==> config.mk <==
export PLATFORM = sky130hd
export DESIGN_NAME = spi_slave_mp
export DESIGN_NICKNAME = d
export VERILOG_FILES = /design/src/rtl/spi_slave_mp.sv
export SDC_FILE = /design/constraint.sdc
export NUM_CORES = 1
export LEC_CHECK = 0
export BUFFER_PORTS_ARGS = -buffer_cell sky130_fd_sc_hd__buf_2
export CAP_MARGIN = 0
export CORE_UTILIZATION = 46
export CTS_BUF_LIST = sky130_fd_sc_hd__clkbuf_4
export DETAILED_ROUTE_END_ITERATION = 12
export HOLD_SLACK_MARGIN = 0.05
export PLACE_DENSITY_LB_ADDON = 0.1
export SLEW_MARGIN = 20
export SYNTH_ARGS = -nofsm -noshare
export SYNTH_HDL_FRONTEND = slang
export SYNTH_SLANG_ARGS = --single-unit
==> constraint.sdc <==
create_clock -name clk_i -period 2 [get_ports clk_i]
set_input_delay 0.2 -clock clk_i [delete_from_list [all_inputs] [get_ports clk_i]]
set_output_delay 0.2 -clock clk_i [all_outputs]
set_load 0.05 [all_outputs]
==> src/rtl/spi_slave_mp.sv <==
`timescale 1ns/1ps
// Multi-mode SPI slave: SCLK/MOSI/CS_N oversampled in clk_i, any CPOL/CPHA, parametrised word width
// and bit order, with frame start/end/error strobes and a saturating per-frame word count.
module spi_slave_mp #(
  parameter int unsigned WORD_WIDTH  = 8,
  parameter bit          CPOL        = 1'b0,
  parameter bit          CPHA        = 1'b0,
  parameter bit          LSB_FIRST   = 1'b0,
  parameter int unsigned SYNC_STAGES = 2,
  parameter int unsigned CNT_WIDTH   = 16
) (
  input  logic                  clk_i,
  input  logic                  rst_n_i,
  input  logic                  spi_sclk_i,
  input  logic                  spi_mosi_i,
  input  logic                  spi_cs_n_i,
  output logic                  spi_miso_o,
  output logic                  spi_miso_oe_o,
  input  logic [WORD_WIDTH-1:0] tx_data_i,
  output logic                  tx_load_o,
  output logic                  rx_vld_o,
  output logic [WORD_WIDTH-1:0] rx_data_o,
  output logic                  frame_start_o,
  output logic                  frame_end_o,
  output logic                  frame_err_o,
  output logic [CNT_WIDTH-1:0]  frame_words_o
);
  localparam int unsigned   BW       = $clog2(WORD_WIDTH);
  localparam logic [BW-1:0] LAST_BIT = BW'(WORD_WIDTH - 1);

  // S_WAIT: after reset, a frame already in progress is ignored until CS_N is seen high
  typedef enum logic [1:0] {S_WAIT, S_IDLE, S_ACTIVE} state_t;
  state_t state, state_nxt;

  logic [SYNC_STAGES-1:0] sclk_sync, mosi_sync, cs_sync, flush_sync;
  logic                   sclk_d;
  logic                   sclk_s, mosi_s, cs_s, flushed;
  logic                   lead_edge, trail_edge;
  logic                   start_c, end_c, active_c, sample_c, shift_c, word_done_c;
  logic [BW-1:0]          bit_cnt;
  logic [WORD_WIDTH-1:0]  rx_sr, rx_next;
  logic [WORD_WIDTH-1:0]  tx_sr, tx_nxt;
  logic                   skip, skip_nxt, tx_bit_nxt;

  assign sclk_s  = sclk_sync[SYNC_STAGES-1];
  assign mosi_s  = mosi_sync[SYNC_STAGES-1];
  assign cs_s    = cs_sync[SYNC_STAGES-1];
  assign flushed = flush_sync[SYNC_STAGES-1];

  assign lead_edge  = (sclk_s != sclk_d) && (sclk_s != CPOL);
  assign trail_edge = (sclk_s != sclk_d) && (sclk_s == CPOL);

  assign active_c    = (state == S_ACTIVE) && !cs_s;
  assign sample_c    = active_c && (CPHA ? trail_edge : lead_edge);
  assign shift_c     = active_c && (CPHA ? lead_edge : trail_edge);
  assign word_done_c = sample_c && (bit_cnt == LAST_BIT);

  assign rx_next = LSB_FIRST ? {mosi_s, rx_sr[WORD_WIDTH-1:1]} : {rx_sr[WORD_WIDTH-2:0], mosi_s};

  // Frame sequencing on the synchronised chip select
  always_comb begin
    state_nxt = state;
    start_c   = 1'b0;
    end_c     = 1'b0;
    case (state)
      S_WAIT:   if (flushed && cs_s) state_nxt = S_IDLE;
      S_IDLE:   if (!cs_s) begin
                  state_nxt = S_ACTIVE;
                  start_c   = 1'b1;
                end
      S_ACTIVE: if (cs_s) begin
                  state_nxt = S_IDLE;
                  end_c     = 1'b1;
                end
      default:  state_nxt = S_WAIT;
    endcase
  end

  // A (re)load presents bit 0 directly, so the next shift edge is swallowed where it would skip it
  always_comb begin
    tx_nxt   = tx_sr;
    skip_nxt = skip;
    if (start_c) begin
      tx_nxt   = tx_data_i;
      skip_nxt = CPHA;
    end else if (word_done_c) begin
      tx_nxt   = tx_data_i;
      skip_nxt = 1'b1;
    end else if (shift_c) begin
      if (skip) skip_nxt = 1'b0;
      else      tx_nxt   = LSB_FIRST ? {1'b0, tx_sr[WORD_WIDTH-1:1]} : {tx_sr[WORD_WIDTH-2:0], 1'b0};
    end
    tx_bit_nxt = LSB_FIRST ? tx_nxt[0] : tx_nxt[WORD_WIDTH-1];
  end

  always_ff @(posedge clk_i or negedge rst_n_i) begin
    if (!rst_n_i) begin
      sclk_sync     <= {SYNC_STAGES{CPOL}};
      mosi_sync     <= '0;
      cs_sync       <= '1;
      flush_sync    <= '0;
      sclk_d        <= CPOL;
      state         <= S_WAIT;
      bit_cnt       <= '0;
      rx_sr         <= '0;
      tx_sr         <= '0;
      skip          <= 1'b0;
      spi_miso_o    <= 1'b0;
      spi_miso_oe_o <= 1'b0;
      tx_load_o     <= 1'b0;
      rx_vld_o      <= 1'b0;
      rx_data_o     <= '0;
      frame_start_o <= 1'b0;
      frame_end_o   <= 1'b0;
      frame_err_o   <= 1'b0;
      frame_words_o <= '0;
    end else begin
      sclk_sync     <= {sclk_sync[SYNC_STAGES-2:0], spi_sclk_i};
      mosi_sync     <= {mosi_sync[SYNC_STAGES-2:0], spi_mosi_i};
      cs_sync       <= {cs_sync[SYNC_STAGES-2:0], spi_cs_n_i};
      flush_sync    <= {flush_sync[SYNC_STAGES-2:0], 1'b1};
      sclk_d        <= sclk_s;
      state         <= state_nxt;
      tx_sr         <= tx_nxt;
      skip          <= skip_nxt;
      spi_miso_oe_o <= (state_nxt == S_ACTIVE);
      spi_miso_o    <= (state_nxt == S_ACTIVE) && tx_bit_nxt;
      tx_load_o     <= start_c || word_done_c;
      rx_vld_o      <= word_done_c;
      frame_start_o <= start_c;
      frame_end_o   <= end_c;
      frame_err_o   <= end_c && (bit_cnt != '0);
      if (start_c || end_c) begin
        bit_cnt <= '0;
      end else if (sample_c) begin
        rx_sr   <= rx_next;
        bit_cnt <= word_done_c ? '0 : bit_cnt + BW'(1);
      end
      if (start_c) begin
        frame_words_o <= '0;
      end else if (word_done_c) begin
        rx_data_o <= rx_next;
        if (frame_words_o != '1) frame_words_o <= frame_words_o + CNT_WIDTH'(1);
      end
    end
  end

endmodule
==> metrics <==
status completed; DRT Pass-1 Iters 4; Pwr Density ~740 nW/um^2; r2r startpoint bit_cnt[0]; Distinct cells, synth between 40 and 50; GRT overflow 0; GRT Overall Usage a little under a fifth; Post-Syn Area around 2700 sq um; Routed met1 length around 2.6 mm; ys flop type dfrtp_1; Critical Path RT about 2.3 ns; post-route ant nets 0; Maximum Capacitance Violations 0; vias in the first global route 1885; GP Congestion around 0.81; Critical path origin bit_cnt[0]; Slew Limit Headroom about 62%; WS Path Type reg2reg; final setup TNS 0 ns; Hold Path Depth 3; cell mode on critical path ha_1; fin. max-slew vios 0; core area 5610 sq um; DRC viols 0; CP max FO 20; Cells after Synth between 200 and 250; hold path startpoint tx_data_i[7]; share of the synthesized area in the top cell type between 50% and 60%; Mean Syn Cell Area 11.2 sq um; CTS tree yes; I/O Buffers 43; clock power share about a third; crit-path cells ha_1, ha_1, nand3_4, or4_1, a21oi_1; Slowest cell on crit path or4_1; EDFF count, synth 0; dpl hpwl ~3.7 mm; vias per std cell 5.19; H-Tree Depth 3; Crit path arrival time roughly 2.2 ns; Via Count approximately 2000; switching share of power between 20% and 30%; Pwr Total roughly 2.5 mW; Critical Path End Type flop; worst reg2reg endpoint frame_words_o[5]; Final period util 93.0%; Max Clk Rate around 0.54 GHz; initial antenna violation count 0; FILL cells just over 500; part of the power in combinational logic 10.7%; DP Worst Slack -0.0521 ns; Final nets about 330; Final min period 1.86 ns; # IOs 44; Top Layer Used met4; switching pwr approximately 0.61 mW; sequential fraction of the synthesis area a little under three fifths; final hold slack approximately 0.16 ns; Worst-Margin Slew 0.566 ns; Syn Nets between 200 and 300; peak supply drop approximately 0.55 mV; Worst Reg-to-Reg Cells 5; initial core utilization about half; final setup fails 0; final hold vios 0; CTS Sinks slightly above 60; number of synthesized register bits 61; unrepaired setup endpoints after global routing false; clk buf depth 2; Worst Setup Start Kind flop; Antenna diodes 0; final core occ 59.5%; internal reg-to-reg setup slack 0.14 ns; met3 WL 145 microns; Sequential Power Share between 50 and 60%; total leakage power between 1.5 and 2 nW; non-filler cells, final 386; top-count cell post-synth dfrtp_1; first-pass GRT wire length 8.82 mm; mean routed wirelength per cell 13.6 microns; die width between 70 and 80 microns; P&R area growth vs syn 22.4%; skew final 0.0145 ns; placed cell areas roughly 3100 sq um; Synth area leader dfrtp_1; fraction of registers with async set/reset between 90% and 100%; Min-Delay Path Class in2reg; commonest cells in the netlist dfrtp_1, nand2_1, mux2_2, inv_1; Clock transition at path regs roughly 0.1 ns; metal2 WL ~2.4 mm; Clock Latency Late Sink roughly 0.39 ns; largest net degree at the start of global routing 39; share of cells above drive strength 1 between 30% and 40%; Post-Layout Inst Area ~3300 sq um; Die ar. around 6200 sq um; Synth area leaders dfrtp_1, mux2_2, nand2_1; CTS root buf clkbuf_4; Placed Cells 358; Routed Wire Length between 5 and 6 mm; Max stage delay on crit path approximately 0.55 ns; row cnt 27; initial DRC count 54; Syn. warnings 0; hold path endpoint tx_sr[7]; Int Power 1.85 mW; setup ws final 0.140 ns; total CTS buffers 9; Die H 79.0 microns
[power by group through the flow]
stage,clock network [mW],registers (mW),logic (mW)
final,0.832,1.37,0.262
after global placement,0,1.39,0.242
after floorplan,0,1.41,0.143
after detailed placement,0,1.39,0.248
after CTS,0.861,1.37,0.264
after global routing,0.907,1.38,0.292
[kinds of logic after synthesis]
kind of cell             after synthesis  synth area share, %
AO/OA/AOI/OAI                         38                 9.97
XOR/XNOR                               1                0.322
adder cells (fa/ha/maj)                4                 1.84
buffers and inverters                 21                 3.49
flip-flops                            61                 56.1
multiplexers                          25                 10.0
other                                  1                0.138
AND/OR/NAND/NOR                       92                 18.1
[registers in the layout, summed over array words and instances, names as in the netlist, 2 cells and up]
name / cells
tx_sr: 8
flush_sync: 2
bit_cnt: 3
frame_words_o: 16
rx_data_o: 8
sclk_sync: 2
rx_sr: 7
state: 2
cs_sync: 2
mosi_sync: 2
[placed cells by master (no fill, tap or decap), types with 7 or more instances in the layout]
cell	synthesis	final
buf_4	1	8
nand3_1	8	8
dfrtp_1	59	54
a21oi_1	8	8
clkbuf_4	0	11
mux2i_1	7	7
nand4_1	7	7
buf_2	4	43
nand2_1	39	39
mux2_2	18	18
inv_1	13	13
dlygate4sd3_1	0	11
[cell type report]
| class | instances | area, sq um | share of cell area, % |
|---|---|---|---|
| multi-input combinational | 161 | 1120 | 33.6 |
| tap | 72 | 90.1 | 2.70 |
| clock inverter | 5 | 51.3 | 1.54 |
| sequential | 61 | 1540 | 46.0 |
| clock buffer | 11 | 82.6 | 2.48 |
| inverter | 13 | 48.8 | 1.46 |
| timing repair buffer | 63 | 405 | 12.2 |
[how the worst max path moves through the flow]
stage	slack (ns)	depth (start not counted)	end
2_1_floorplan	0.005	6	frame_words_o[13]
3_3_place_gp	0.02	5	tx_sr[2]
3_5_place_dp	-0.05	5	tx_sr[1]
4_1_cts	0.02	5	frame_words_o[5]
5_1_grt	0.01	5	frame_words_o[5]
6_report	0.14	5	frame_words_o[5]
[worst max-delay path: cells and delay by family, from the launching register on]
family	cells	cell delay, ns
AOI/OAI and AO/OA	1	0.16
and+or+nand+nor	2	0.79
adders and majority gates	2	0.44
DFF	1	0.41
[metal layers]
metal	global-route usage (%)	vias up
met4	9.27	0
met3	3.91	5
li1	-	1010
met2	28.3	29
met5	0	-
met1	25.3	961
[repair_timing]
item                                    in CTS  in global routing
hold buffers                                11                  0
pin swaps                                    0                  1
endpoints found under the hold margin       31                  0
cloned                                       0                  0
endpoints found under the setup margin       5                 19
setup buffers                                0                  1
gates resized for setup                      1                  2
(Power assumes the default switching activity.)
